**src/rtl/mem_port_arbiter_pkg.sv**
```systemverilog
// Shared types for the memory-port arbiter.
// Contents:
//   arb_state_t : FSM state encoding (IDLE / BUSY / DONE)
//   owner_t     : which requester owns the memory port (I = fetch, D = data)
//   sat_inc32   : saturating 32-bit increment, used by the optional
//                 performance counters (MEM_ARB_PERF_EN)
package mem_port_arbiter_pkg;

  typedef enum logic [1:0] {
    ARB_IDLE = 2'd0,
    ARB_BUSY = 2'd1,
    ARB_DONE = 2'd2
  } arb_state_t;

  typedef enum logic {
    OWN_I = 1'b0,
    OWN_D = 1'b1
  } owner_t;

  function automatic logic [31:0] sat_inc32(input logic [31:0] v);
    return (v == 32'hFFFF_FFFF) ? v : v + 32'd1;
  endfunction

endpackage

```
**src/rtl/arb_timeout_ctr.sv**
```systemverilog
// Cycle counter that flags when an enabled wait has lasted TIMEOUT cycles.
// Ports:
//   clk    : clock
//   srst   : synchronous active-high reset, clears the count
//   clear  : synchronous clear (takes effect at the next edge)
//   enable : count this cycle; the count holds at TIMEOUT-1 once reached
//   expire : combinational, high during the TIMEOUT-th enabled cycle
// Parameter TIMEOUT: 1..255.
module arb_timeout_ctr #(
  parameter int TIMEOUT = 255
) (
  input  logic clk,
  input  logic srst,
  input  logic clear,
  input  logic enable,
  output logic expire
);

  localparam logic [7:0] LAST = 8'(TIMEOUT - 1);

  logic [7:0] cnt_reg;

  // cnt_reg counts enabled cycles already completed, so the first enabled
  // cycle sees 0 and the TIMEOUT-th sees TIMEOUT-1.
  always_ff @(posedge clk) begin
    if (srst || clear) begin
      cnt_reg <= '0;
    end else if (enable && (cnt_reg != LAST)) begin
      cnt_reg <= cnt_reg + 8'd1;
    end
  end

  assign expire = enable && (cnt_reg == LAST);

endmodule

```
**src/rtl/mem_port_arbiter.sv**
```systemverilog
// Shares one memory port between instruction fetch (I) and the data side (D).
// Each access is IDLE -> BUSY (mem_req held until mem_ack or timeout) -> DONE
// (owner's ack pulses, one-cycle gap) -> IDLE. Round-robin when both request.
// Ports:
//   clock, reset            : clock, synchronous active-high reset
//   i_req/i_addr            : fetch request in; i_ack/i_rdata out
//   d_req/d_we/d_addr/d_wdata : data request in; d_ack/d_rdata out
//   mem_req/mem_we/mem_addr/mem_wdata : memory request out
//   mem_rdata/mem_ack       : memory response in
//   stall                   : combinational pipeline stall
//   err                     : one-cycle pulse on a timeout abort
// Optional: define MEM_ARB_PERF_EN to add saturating 32-bit counters
//   i_grant_cnt, d_grant_cnt, conflict_cnt, timeout_cnt as extra outputs.
module mem_port_arbiter
  import mem_port_arbiter_pkg::*;
#(
  parameter int ADDR_W  = 16,
  parameter int DATA_W  = 16,
  parameter int TIMEOUT = 255
) (
  input  logic              clock,
  input  logic              reset,
  input  logic              i_req,
  input  logic [ADDR_W-1:0] i_addr,
  output logic              i_ack,
  output logic [DATA_W-1:0] i_rdata,
  input  logic              d_req,
  input  logic              d_we,
  input  logic [ADDR_W-1:0] d_addr,
  input  logic [DATA_W-1:0] d_wdata,
  output logic              d_ack,
  output logic [DATA_W-1:0] d_rdata,
  output logic              mem_req,
  output logic              mem_we,
  output logic [ADDR_W-1:0] mem_addr,
  output logic [DATA_W-1:0] mem_wdata,
  input  logic [DATA_W-1:0] mem_rdata,
  input  logic              mem_ack,
  output logic              stall,
  output logic              err
`ifdef MEM_ARB_PERF_EN
  ,
  output logic [31:0]       i_grant_cnt,
  output logic [31:0]       d_grant_cnt,
  output logic [31:0]       conflict_cnt,
  output logic [31:0]       timeout_cnt
`endif
);

  arb_state_t state_reg, state_next;
  owner_t     owner_reg, owner_next;
  owner_t     last_grant_reg, last_grant_next;
  owner_t     grant_owner;
  logic       grant_valid;
  logic       to_expire;

  logic              mem_req_reg, mem_req_next;
  logic              mem_we_reg, mem_we_next;
  logic [ADDR_W-1:0] mem_addr_reg, mem_addr_next;
  logic [DATA_W-1:0] mem_wdata_reg, mem_wdata_next;
  logic [DATA_W-1:0] i_rdata_reg, i_rdata_next;
  logic [DATA_W-1:0] d_rdata_reg, d_rdata_next;
  logic              i_ack_reg, i_ack_next;
  logic              d_ack_reg, d_ack_next;
  logic              err_reg, err_next;

  arb_timeout_ctr #(
    .TIMEOUT(TIMEOUT)
  ) u_timeout (
    .clk    (clock),
    .srst   (reset),
    .clear  (state_reg != ARB_BUSY),
    .enable (state_reg == ARB_BUSY),
    .expire (to_expire)
  );

  // State and registered outputs.
  always_ff @(posedge clock) begin
    if (reset) begin
      state_reg      <= ARB_IDLE;
      owner_reg      <= OWN_I;
      last_grant_reg <= OWN_I;
      mem_req_reg    <= 1'b0;
      mem_we_reg     <= 1'b0;
      mem_addr_reg   <= '0;
      mem_wdata_reg  <= '0;
      i_rdata_reg    <= '0;
      d_rdata_reg    <= '0;
      i_ack_reg      <= 1'b0;
      d_ack_reg      <= 1'b0;
      err_reg        <= 1'b0;
    end else begin
      state_reg      <= state_next;
      owner_reg      <= owner_next;
      last_grant_reg <= last_grant_next;
      mem_req_reg    <= mem_req_next;
      mem_we_reg     <= mem_we_next;
      mem_addr_reg   <= mem_addr_next;
      mem_wdata_reg  <= mem_wdata_next;
      i_rdata_reg    <= i_rdata_next;
      d_rdata_reg    <= d_rdata_next;
      i_ack_reg      <= i_ack_next;
      d_ack_reg      <= d_ack_next;
      err_reg        <= err_next;
    end
  end

  // Next state and grant decision.
  always_comb begin
    state_next  = state_reg;
    grant_valid = 1'b0;
    grant_owner = OWN_I;
    case (state_reg)
      ARB_IDLE: begin
        if (i_req || d_req) begin
          grant_valid = 1'b1;
          if (i_req && d_req) begin
            grant_owner = (last_grant_reg == OWN_I) ? OWN_D : OWN_I;
          end else begin
            grant_owner = d_req ? OWN_D : OWN_I;
          end
          state_next = ARB_BUSY;
        end
      end
      ARB_BUSY: begin
        if (mem_ack || to_expire) begin
          state_next = ARB_DONE;
        end
      end
      ARB_DONE: state_next = ARB_IDLE;
      default:  state_next = ARB_IDLE;
    endcase
  end

  // Next values of the registered outputs.
  always_comb begin
    owner_next      = owner_reg;
    last_grant_next = last_grant_reg;
    mem_req_next    = mem_req_reg;
    mem_we_next     = mem_we_reg;
    mem_addr_next   = mem_addr_reg;
    mem_wdata_next  = mem_wdata_reg;
    i_rdata_next    = i_rdata_reg;
    d_rdata_next    = d_rdata_reg;
    i_ack_next      = 1'b0;
    d_ack_next      = 1'b0;
    err_next        = 1'b0;
    case (state_reg)
      ARB_IDLE: begin
        if (grant_valid) begin
          owner_next      = grant_owner;
          last_grant_next = grant_owner;
          mem_req_next    = 1'b1;
          if (grant_owner == OWN_D) begin
            mem_we_next    = d_we;
            mem_addr_next  = d_addr;
            mem_wdata_next = d_wdata;
          end else begin
            mem_we_next    = 1'b0;
            mem_addr_next  = i_addr;
            mem_wdata_next = '0;
          end
        end
      end
      ARB_BUSY: begin
        // mem_ack takes priority over a coincident timeout.
        if (mem_ack || to_expire) begin
          mem_req_next = 1'b0;
          err_next     = ~mem_ack;
          if (owner_reg == OWN_I) begin
            i_ack_next   = 1'b1;
            i_rdata_next = mem_ack ? mem_rdata : '0;
          end else begin
            d_ack_next = 1'b1;
            // Stores never disturb d_rdata, even when aborted.
            if (!mem_we_reg) begin
              d_rdata_next = mem_ack ? mem_rdata : '0;
            end
          end
        end
      end
      default: ;
    endcase
  end

  assign mem_req   = mem_req_reg;
  assign mem_we    = mem_we_reg;
  assign mem_addr  = mem_addr_reg;
  assign mem_wdata = mem_wdata_reg;
  assign i_rdata   = i_rdata_reg;
  assign d_rdata   = d_rdata_reg;
  assign i_ack     = i_ack_reg;
  assign d_ack     = d_ack_reg;
  assign err       = err_reg;
  assign stall     = (i_req | d_req) & ~(i_ack_reg | d_ack_reg);

`ifdef MEM_ARB_PERF_EN
  logic [31:0] i_grant_cnt_reg, d_grant_cnt_reg, conflict_cnt_reg, timeout_cnt_reg;

  always_ff @(posedge clock) begin
    if (reset) begin
      i_grant_cnt_reg  <= '0;
      d_grant_cnt_reg  <= '0;
      conflict_cnt_reg <= '0;
      timeout_cnt_reg  <= '0;
    end else begin
      if (grant_valid && (grant_owner == OWN_I)) i_grant_cnt_reg <= sat_inc32(i_grant_cnt_reg);
      if (grant_valid && (grant_owner == OWN_D)) d_grant_cnt_reg <= sat_inc32(d_grant_cnt_reg);
      if ((state_reg == ARB_IDLE) && i_req && d_req) conflict_cnt_reg <= sat_inc32(conflict_cnt_reg);
      if ((state_reg == ARB_BUSY) && to_expire && !mem_ack) timeout_cnt_reg <= sat_inc32(timeout_cnt_reg);
    end
  end

  assign i_grant_cnt  = i_grant_cnt_reg;
  assign d_grant_cnt  = d_grant_cnt_reg;
  assign conflict_cnt = conflict_cnt_reg;
  assign timeout_cnt  = timeout_cnt_reg;
`endif

endmodule

```
**config.mk**
```make
export PLATFORM = sky130hd
export DESIGN_NAME = mem_port_arbiter
export DESIGN_NICKNAME = d
export VERILOG_FILES = /design/src/rtl/mem_port_arbiter_pkg.sv /design/src/rtl/arb_timeout_ctr.sv /design/src/rtl/mem_port_arbiter.sv
export SDC_FILE = /design/constraint.sdc
export NUM_CORES = 1
export LEC_CHECK = 0
export CORE_AREA = 8 8 79 108
export DETAILED_ROUTE_END_ITERATION = 12
export DIE_AREA = 0 0 87 116
export PLACE_DENSITY = 0.83
export SETUP_SLACK_MARGIN = 0.15
export SYNTH_ARGS = -nofsm -noshare
export SYNTH_HDL_FRONTEND = slang
export SYNTH_SLANG_ARGS = --single-unit
```
**constraint.sdc**
```tcl
create_clock -name clock -period 3.7 [get_ports clock]
set_clock_uncertainty 0.05 [all_clocks]
set_input_delay 0.37 -clock clock [delete_from_list [all_inputs] [get_ports clock]]
set_output_delay 0.37 -clock clock [all_outputs]
set_load 0.05 [all_outputs]
```
==> out/summary.txt, run 1 <==
YS warnings - 0
Arr. time, crit path - 1.94 ns
RSZ-0062 raised after global routing - no
setup bufs post-CTS - 0
proportion of layout cells with a drive suffix above 1 - 0.0784
Worst setup EP type - primary output
R2R cell count - 4
Post-Route WL - 9460 um
met2 WL - 4550 um
Tot GR Track Use - 0.188
root buffer cell - clkbuf_8
RePlAce Congestion - 0.762
nets@finish - 488
Avg Inst Size Synth - 10.4 um^2
area of the multi-input gates - 1240 um^2
Top Metal Used - met4
syn nets - 356
routed wl met3 - 1000 um
initial antenna violation count - 0
DR vias/cell - 5.41
min Tclk post-route - 2.36 ns
Synth-to-Final Area Change - 57.7%
Worst Path Required - 3.28 ns
TritonCTS Buffers - 9
DRT Pass-1 Iters - 4
commonest non-fill, non-tap cell in the layout - clkdlybuf4s50_1
critical-path maximum fanout - 3
residual overflow from global routing - 0
post-route DRC violation count - 0
clk sink count - 80
Crit Path Category - input port to primary output
Final setup viols - 0
final-report hold violation count - 0
R2R Setup Slk - 1.59 ns
Die Wd - 87 um
Post-Syn Area - 2940 um^2
MaxCap Viol Count - 0
CTS tree - yes
ys async rst share - 0
H-tree depth reported by CTS - 3
Routed WL per cell - 18.3 um
Antenna Violating Nets Remaining - 0
Clock Latency Late Sink - 0.36 ns
FMAX - 424 MHz
leading area contributor after synthesis - dfxtp_1
Worst-Margin Slew - 0.843 ns
Post-Route Utilization - 0.673
largest net degree at the start of global routing - 40
fin crit share - 0.637
PortBufs - 139
status - completed
sequential-to-total area share from yosys stat - 0.544
Worst Setup Start Kind - input port
initial drt markers - 125
cell count after placement - 500
leakage power - 1.63 nW
hold crit path type - register to register
Fillers - 560
EDFF count, synth - 0
Die Ht - 116 um
Seq cells post-synth - 80
commonest cells after routing, fill and taps aside - clkdlybuf4s50_1 (139), dfxtp_1 (80), nor2_1 (42)
Relative slew margins - 0.438
hold path endpoint - mem_addr[9]$_SDFFE_PP0P_
Inserted Diodes - 0
pre-CTS setup slack - 1.33 ns
via count - 2793
Setup TNS - 0 ns
reg-to-reg endpoint - d_rdata[9]$_SDFFE_PP0P_
Synth cell types - 40
Slew Viols, Final - 0
first-pass GRT wire length - 14700 um
CTS max path bufs - 2
Yosys top cell area share - 0.544
Hold Path Depth - 2
min-delay src - mem_addr[9]$_SDFFE_PP0P_
hold bufs inserted after CTS - 0
initial core utilization - 0.427
Pwr Density - 471 nW/um^2
Reg-to-Reg Start - state_reg[1]$_SDFFE_PP0P_
area of the core - 6890 um^2
M1 WL - 3740 um
post-route insts no fill - 516
top_reg_cell synth - dfxtp_1
Resize count post-CTS - 0
Post-Syn Instances - 284
PnR worst setup slack - 1.34 ns
Clock Pin Slew Worst Setup and Hold Paths - 0.08 ns
FF/Latch Area - 1600 um^2
die area - 10100 um^2
Post-DP HPWL - 6890 um
I/O pin cnt - 140
peak supply drop - 0.432 mV
Rows - 36
vias in the first global route - 2932
synth top area cells - dfxtp_1 (54%), a32o_1 (11%), nor2_1 (5.4%)
## report_power, final
part / switching [mW] / internal (mW) / total (mW)
Sequential: 0.0299 / 0.906 / 0.936
Clock: 0.322 / 0.449 / 0.771
Combinational: 0.290 / 0.189 / 0.479
## worst max-delay path, cell delays in order
cell,delay [ns]
clkdlybuf4s50_1,0.51
nor2_1,0.08
nor3_1,0.13
clkdlybuf4s50_1,0.84
## per-stage QoR
stage	instance area [um^2]	hold WS (ns)	total power, mW
after CTS	4640	0.411	2.20
after global routing	4640	0.431	2.26
after global placement	4400	0.392	1.42
final	4640	0.411	2.19
after detailed placement	4400	0.399	1.43
after floorplan	2940	0.392	1.23
## metal layers
layer / up-vias / global-route usage
met5: - / 0
met4: 0 / 0.0773
met3: 15 / 0.0873
met2: 132 / 0.318
met1: 1316 / 0.195
li1: 1330 / -
## synth_stat cells (all sizes together), types with 2 or more instances
master / count
nor2: 43
a32o: 32
nand2b: 3
dfxtp: 80
nor2b: 2
ha: 2
nand3: 4
nand2: 14
clkbuf: 16
xor2: 2
or3: 2
a211oi: 5
xnor2: 5
inv: 2
buf: 7
a21oi: 16
nor3: 4
o221ai: 12
nor4: 3
a22oi: 17
## worst max path at each step
stage,start,endpoint,slack (ns),cells after the start
after global placement,i_req,stall,1.34,4
after floorplan,d_ack$_SDFF_PP0_,stall,1.66,1
after detailed placement,d_req,stall,1.33,4
final,i_req,stall,1.34,4
after global routing,d_req,stall,1.23,4
after CTS,i_req,stall,1.34,4
## cells by family (layout without fill, tap and decap cells)
kind of cell | after synthesis | after routing | share of synthesized area
AOI/OAI and AO/OA | 88 | 88 | 0.256
xor gates and xnor gates | 7 | 7 | 0.0208
adders and majority gates | 2 | 2 | 0.00851
buffers and inverters | 25 | 162 | 0.0383
DFF | 80 | 80 | 0.544
and+or+nand+nor | 82 | 82 | 0.132
## final cells by class
class,instances,share of cell area
clock buffer,9,0.0267
clock inverter,7,0.0259
inverter,2,0.00162
multi-input combinational,179,0.267
sequential,80,0.345
tap,95,0.0256
timing repair buffer,144,0.308
Power figures use the tool's default switching activity.
==> inputs of run 2 (changes only) <==
- CORE_AREA: 8 8 79 108 -> 8 8 82 113
- DIE_AREA: 0 0 87 116 -> 0 0 90 121
- PLACE_DENSITY: 0.83 -> 0.77
- clock period: 3.7 -> 2.23 ns (I/O delays scaled with it)
==> run 2 against run 1 <==
Non-clock buffer count grew 4. Largest power group unchanged. Sequential cell count is the same. Wire length grew 0.34%. Cell area grew 0.78%. Via count grew 1.6%. Die area grew 7.9%.
==> out/summary.txt, run 2 (synthesized netlist as in run 1, its figures left out) <==
commonest non-fill, non-tap cell in the layout - clkdlybuf4s50_1
Routed WL per cell - 18.1 um (-1.4%)
Worst Setup Start Kind - register
reg-to-reg endpoint - d_rdata[7]$_SDFFE_PP0P_
Final setup viols - 0 (unchanged)
Arr. time, crit path - 2.18 ns (+0.24 ns)
final-report hold violation count - 0 (unchanged)
Post-DP HPWL - 7040 um (+2.2%)
Tot GR Track Use - 0.171 (-0.0169)
status - completed
Crit path max-delay family - compound AO/OA/AOI/OAI gates
Worst-Margin Slew - 1.17 ns (+0.330 ns)
Inserted Diodes - 0 (unchanged)
hold bufs inserted after CTS - 0 (unchanged)
area of the core - 7610 um^2 (+10%)
min Tclk post-route - 1.93 ns
MaxCap Viol Count - 0 (unchanged)
CTS tree - yes
Crit Path Category - register to register
commonest cells after routing, fill and taps aside - clkdlybuf4s50_1 (138), dfxtp_1 (80), nor2_1 (42)
Rows - 38 (+5.6%)
residual overflow from global routing - 0 (unchanged)
Post-Route Utilization - 0.615 (-0.0586)
largest net degree at the start of global routing - 40 (unchanged)
initial antenna violation count - 0 (unchanged)
DR vias/cell - 5.41 (-0.13%)
root buffer cell - clkbuf_8
R2R Setup Slk - 0.30 ns (-1.29 ns)
cell count after placement - 509 (+1.8%)
Die Wd - 90 um (+3.4%)
Die Ht - 121 um (+4.3%)
leakage power - 1.65 nW (+1.4%)
die area - 10900 um^2 (+7.9%)
RSZ-0062 raised after global routing - no
Worst Path Buf+Inv - 1 (-1)
critical path's slowest cell - a21oi_4
min-delay src - i_addr[1]
Relative slew margins - 0.215 (-0.223)
Clock Pin Slew Worst Setup and Hold Paths - 0.08 ns (about the same)
Worst Path Required - 2.48 ns (-0.80 ns)
initial drt markers - 164 (+31%)
nets@finish - 492 (+0.82%)
Slew Viols, Final - 0 (unchanged)
pre-CTS setup slack - 0.168 ns (-1.16 ns)
fin crit share - 0.866
peak supply drop - 0.468 mV (+8.3%)
R2R cell count - 6 (+2)
post-route DRC violation count - 0 (unchanged)
DRT Pass-1 Iters - 4 (unchanged)
first-pass GRT wire length - 15000 um (+1.5%)
I/O pin cnt - 140 (unchanged)
Fillers - 670 (+20%)
Pwr Density - 762 nW/um^2 (+62%)
CP Depth - 6 (+2)
clk sink count - 80 (unchanged)
TritonCTS Buffers - 9 (unchanged)
Reg-to-Reg Start - u_timeout.cnt_reg[0]$_SDFFE_PP0P_
Antenna Violating Nets Remaining - 0 (unchanged)
Post-Route WL - 9500 um (+0.34%)
proportion of layout cells with a drive suffix above 1 - 0.0894 (+0.0110)
Hold Path Depth - 3 (+1)
FMAX - 518 MHz
RePlAce Congestion - 0.824 (+8.0%)
critical-path maximum fanout - 16 (+13)
H-tree depth reported by CTS - 3 (unchanged)
slowest stage delay, CP - 0.42 ns (-0.42 ns)
setup bufs post-CTS - 0 (unchanged)
PortBufs - 139 (unchanged)
hold crit path type - input port to register
post-route insts no fill - 525 (+1.7%)
CTS max path bufs - 2 (unchanged)
worst-path cell chain - inv_1 -> ha_1 -> and3_1 -> a21o_4 -> a21oi_4 -> a32o_1
initial core utilization - 0.387 (-0.0402)
hold path endpoint - mem_addr[1]$_SDFFE_PP0P_
Setup TNS - 0 ns (unchanged)
Worst setup EP type - register
Synth-to-Final Area Change - 59.0%
vias in the first global route - 2951 (+0.65%)
Clock Latency Late Sink - 0.36 ns (about the same)
via count - 2838 (+1.6%)
PnR worst setup slack - 0.298 ns (-1.05 ns)
==> run 2: changes by cell type in the layout (fill, tap and decap cells not counted) <==
| cell | before | now |
|---|---|---|
| buf_12 | 0 | 1 |
| buf_4 | 5 | 9 |
| bufinv_16 | 3 | 2 |
| clkbuf_8 | 9 | 10 |
| clkdlybuf4s50_1 | 139 | 138 |
| clkinvlp_4 | 1 | 0 |
| inv_6 | 0 | 1 |
| nor2_2 | 1 | 0 |
| nor2_4 | 0 | 1 |
==> run 2: tightest hold or removal path, delay by kind of cell <==
family                 cells  cell delay, ns
buffers and inverters      1            0.40
AND/OR/NAND/NOR            2            0.15
==> run 2: layer usage <==
layer | vias up | track usage | wire [um]
li1 | 1338 | - | -
met4 | 0 | 0.0993 | 276
met5 | - | 0 | 0
met3 | 21 | 0.0762 | 900
met2 | 133 | 0.283 | 4700
met1 | 1346 | 0.176 | 3620
==> run 2: how the worst max path moves through the flow <==
| stage | start | end | slack, ns |
|---|---|---|---|
| floorplan | d_ack$_SDFF_PP0_ | stall | 0.34 |
| global placement | mem_ack | i_rdata[10]$_SDFFE_PP0P_ | 0.20 |
| detailed placement | mem_ack | i_rdata[13]$_SDFFE_PP0P_ | 0.17 |
| CTS | state_reg[1]$_SDFFE_PP0P_ | i_rdata[13]$_SDFFE_PP0P_ | 0.26 |
| global route | u_timeout.cnt_reg[0]$_SDFFE_PP0P_ | d_rdata[15]$_SDFFE_PP0P_ | 0.22 |
| finish | u_timeout.cnt_reg[0]$_SDFFE_PP0P_ | d_rdata[7]$_SDFFE_PP0P_ | 0.30 |
==> run 2: repair_timing <==
action,4_1_cts,5_1_grt
resized for setup,0,1
endpoints found under the setup margin,0,11
hold endpoints to repair,0,0
==> run 2: metrics by stage <==
stage | hold slack, ns | instance area (um^2) | power [mW]
4_1_cts | 0.391 | 4670 | 3.59
5_1_grt | 0.406 | 4680 | 3.71
3_5_place_dp | 0.396 | 4440 | 2.39
2_1_floorplan | 0.245 | 2940 | 2.04
3_3_place_gp | 0.392 | 4440 | 2.38
6_report | 0.394 | 4680 | 3.56
==> run 2: power by group <==
group	total [mW]	leakage, nW	switching, mW	internal, mW
combinational	0.807	0.885	0.482	0.325
sequential	1.55	0.652	0.0478	1.50
clock	1.20	0.117	0.538	0.666
total	3.56	1.65	1.07	2.49
==> run 2: final cells by class <==
class | instances | area (um^2) | area share
well taps | 100 | 125 | 0.0268
inverters | 2 | 7.51 | 0.00161
repair buffers | 148 | 1470 | 0.314
flip-flops and latches | 80 | 1600 | 0.343
multi-input cells | 179 | 1240 | 0.266
clock buffers | 10 | 138 | 0.0294
clock inverters | 6 | 91.3 | 0.0195
==> inputs of run 3 (changes only) <==
- REMOVE_ABC_BUFFERS: not set -> 1
==> run 3 against run 2 <==
Cell count shrank 0.19%. Largest power group unchanged. Worst setup slack lost 0.030 ns. Total power decreased by 2.9%. Critical path depth fell by 2. Largest cell class unchanged. First-iteration DRC count down 27%. Non-clock buffer count shrank 1.
==> out/summary.txt, run 3 (synthesized netlist as in run 1, its figures left out) <==
die area - 10900 um^2 (unchanged)
initial drt markers - 120 (-27%)
Worst-Margin Slew - 1.23 ns (+0.0565 ns)
min-delay src - i_addr[1]
PortBufs - 139 (unchanged)
Resize count post-CTS - 0 (unchanged)
Post-DP HPWL - 6680 um (-5.1%)
DR vias/cell - 5.29 (-2.1%)
R2R cell count - 4 (-2)
status - completed
critical path's slowest cell - nor2_2
worst-case hold slack - 0.396 ns (+0.00261 ns)
vias in the first global route - 2769 (-6.2%)
root buffer cell - clkbuf_8
cell-internal power - 2.36 mW (-5.4%)
I/O pin cnt - 140 (unchanged)
Worst Setup Start Kind - register
Hold Path Depth - 3 (unchanged)
Reg-to-Reg Start - state_reg[1]$_SDFFE_PP0P_
first-pass GRT wire length - 14200 um (-5.3%)
Routed WL per cell - 17.3 um (-4.5%)
R2R Setup Slk - 0.27 ns (-0.03 ns)
commonest cells after routing, fill and taps aside - clkdlybuf4s50_1 (138), dfxtp_1 (80), nor2_1 (42)
fin crit share - 0.880 (+0.0135)
sequential power share - 0.448 (+0.013)
H-tree depth reported by CTS - 3 (unchanged)
Worst Path Required - 2.44 ns (-0.04 ns)
Synth-to-Final Area Change - 57.4%
leakage power - 1.63 nW (-1.7%)
combinational power share - 0.229 (+0.003)
nets@finish - 491 (-0.20%)
clock network power share - 0.324 (-0.014)
residual overflow from global routing - 0 (unchanged)
commonest non-fill, non-tap cell in the layout - clkdlybuf4s50_1
post-route insts no fill - 524 (-0.19%)
min Tclk post-route - 1.96 ns (+0.0302 ns)
Slew Viols, Final - 0 (unchanged)
hold bufs inserted after CTS - 0 (unchanged)
Setup TNS - 0 ns (unchanged)
PnR worst setup slack - 0.268 ns (-0.0302 ns)
Crit Path Category - register to register
cell count after placement - 508 (-0.20%)
initial core utilization - 0.387 (unchanged)
Tot GR Track Use - 0.161 (-0.0102)
proportion of layout cells with a drive suffix above 1 - 0.0873 (-0.00215)
Post-Route Utilization - 0.609 (-0.00592)
switch share - 0.317 (+0.0177)
critical-path maximum fanout - 17 (+1)
hold crit path type - input port to register
Worst setup EP type - register
MaxCap Viol Count - 0 (unchanged)
RSZ-0062 raised after global routing - no
clk sink count - 80 (unchanged)
Post-Route WL - 9050 um (-4.7%)
slowest stage delay, CP - 0.64 ns (+0.22 ns)
largest net degree at the start of global routing - 40 (unchanged)
Clock Latency Late Sink - 0.36 ns (about the same)
Rows - 38 (unchanged)
hold path endpoint - mem_addr[1]$_SDFFE_PP0P_
pre-CTS setup slack - 0.139 ns (-0.0290 ns)
Die Ht - 121 um (unchanged)
reg-to-reg endpoint - i_rdata[3]$_SDFFE_PP0P_
Inserted Diodes - 0 (unchanged)
CTS max path bufs - 2 (unchanged)
peak supply drop - 0.555 mV (+19%)
RePlAce Congestion - 0.804 (-2.4%)
Die Wd - 90 um (unchanged)
post-route DRC violation count - 0 (unchanged)
Antenna Violating Nets Remaining - 0 (unchanged)
setup bufs post-CTS - 0 (unchanged)
final-report hold violation count - 0 (unchanged)
Pwr Density - 747 nW/um^2 (-2.0%)
via count - 2772 (-2.3%)
DRT Pass-1 Iters - 4 (unchanged)
FMAX - 510 MHz (-1.5%)
switching power - 1.10 mW (+2.8%)
CTS tree - yes
TritonCTS Buffers - 9 (unchanged)
initial antenna violation count - 0 (unchanged)
Arr. time, crit path - 2.17 ns (about the same)
Relative slew margins - 0.177 (-0.0378)
worst-path cell chain - nand2b_2 -> nor2_2 -> a21oi_4 -> a32o_1
Final setup viols - 0 (unchanged)
Clock Pin Slew Worst Setup and Hold Paths - 0.09 ns (about the same)
area of the core - 7610 um^2 (unchanged)
-- run 3: per-layer routing --
layer  up-vias  part of all wire  track usage
met5         -                 0            0
met4         0             0.018       0.0794
met3        11             0.081       0.0582
met2       107              0.51        0.285
met1      1313              0.39        0.163
li1       1341                 -            -
-- run 3: how the worst max path moves through the flow --
stage / end / slack, ns / startpoint
after floorplan: mem_addr[10]$_SDFFE_PP0P_ / -0.52 / last_grant_reg$_SDFFE_PP0P_
after global placement: i_rdata[0]$_SDFFE_PP0P_ / 0.14 / mem_ack
after detailed placement: i_rdata[3]$_SDFFE_PP0P_ / 0.14 / mem_ack
after CTS: d_rdata[11]$_SDFFE_PP0P_ / 0.28 / u_timeout.cnt_reg[0]$_SDFFE_PP0P_
after global routing: d_rdata[12]$_SDFFE_PP0P_ / 0.15 / u_timeout.cnt_reg[0]$_SDFFE_PP0P_
final: i_rdata[3]$_SDFFE_PP0P_ / 0.27 / state_reg[1]$_SDFFE_PP0P_
-- run 3: critical path: cells and delay by family, from the launching register on --
kind / cells / cell delay (ns)
compound gates: 2 / 0.54
flops: 1 / 0.38
simple gates: 2 / 0.90
-- run 3: cell type report --
cell class	count	area [um^2]
fillers	667	2980
flip-flops and latches	80	1600
repair buffers	147	1450
multi-input cells	179	1240
well taps	100	125
clock buffers	9	124
clock inverters	7	85.1
inverters	2	7.51
-- run 3: metrics by stage --
stage               cell area (um^2)  power, mW
finish                          4630       3.46
detailed placement              4420       2.38
CTS                             4630       3.50
global placement                4420       2.36
floorplan                       2840       2.01
global route                    4630       3.62
-- run 3: power by group through the flow --
stage	clock network, mW	registers (mW)	logic [mW]
after global routing	1.22	1.56	0.835
after floorplan	0	1.82	0.194
after global placement	0	1.58	0.786
after detailed placement	0	1.58	0.796
final	1.12	1.55	0.791
after CTS	1.15	1.55	0.798
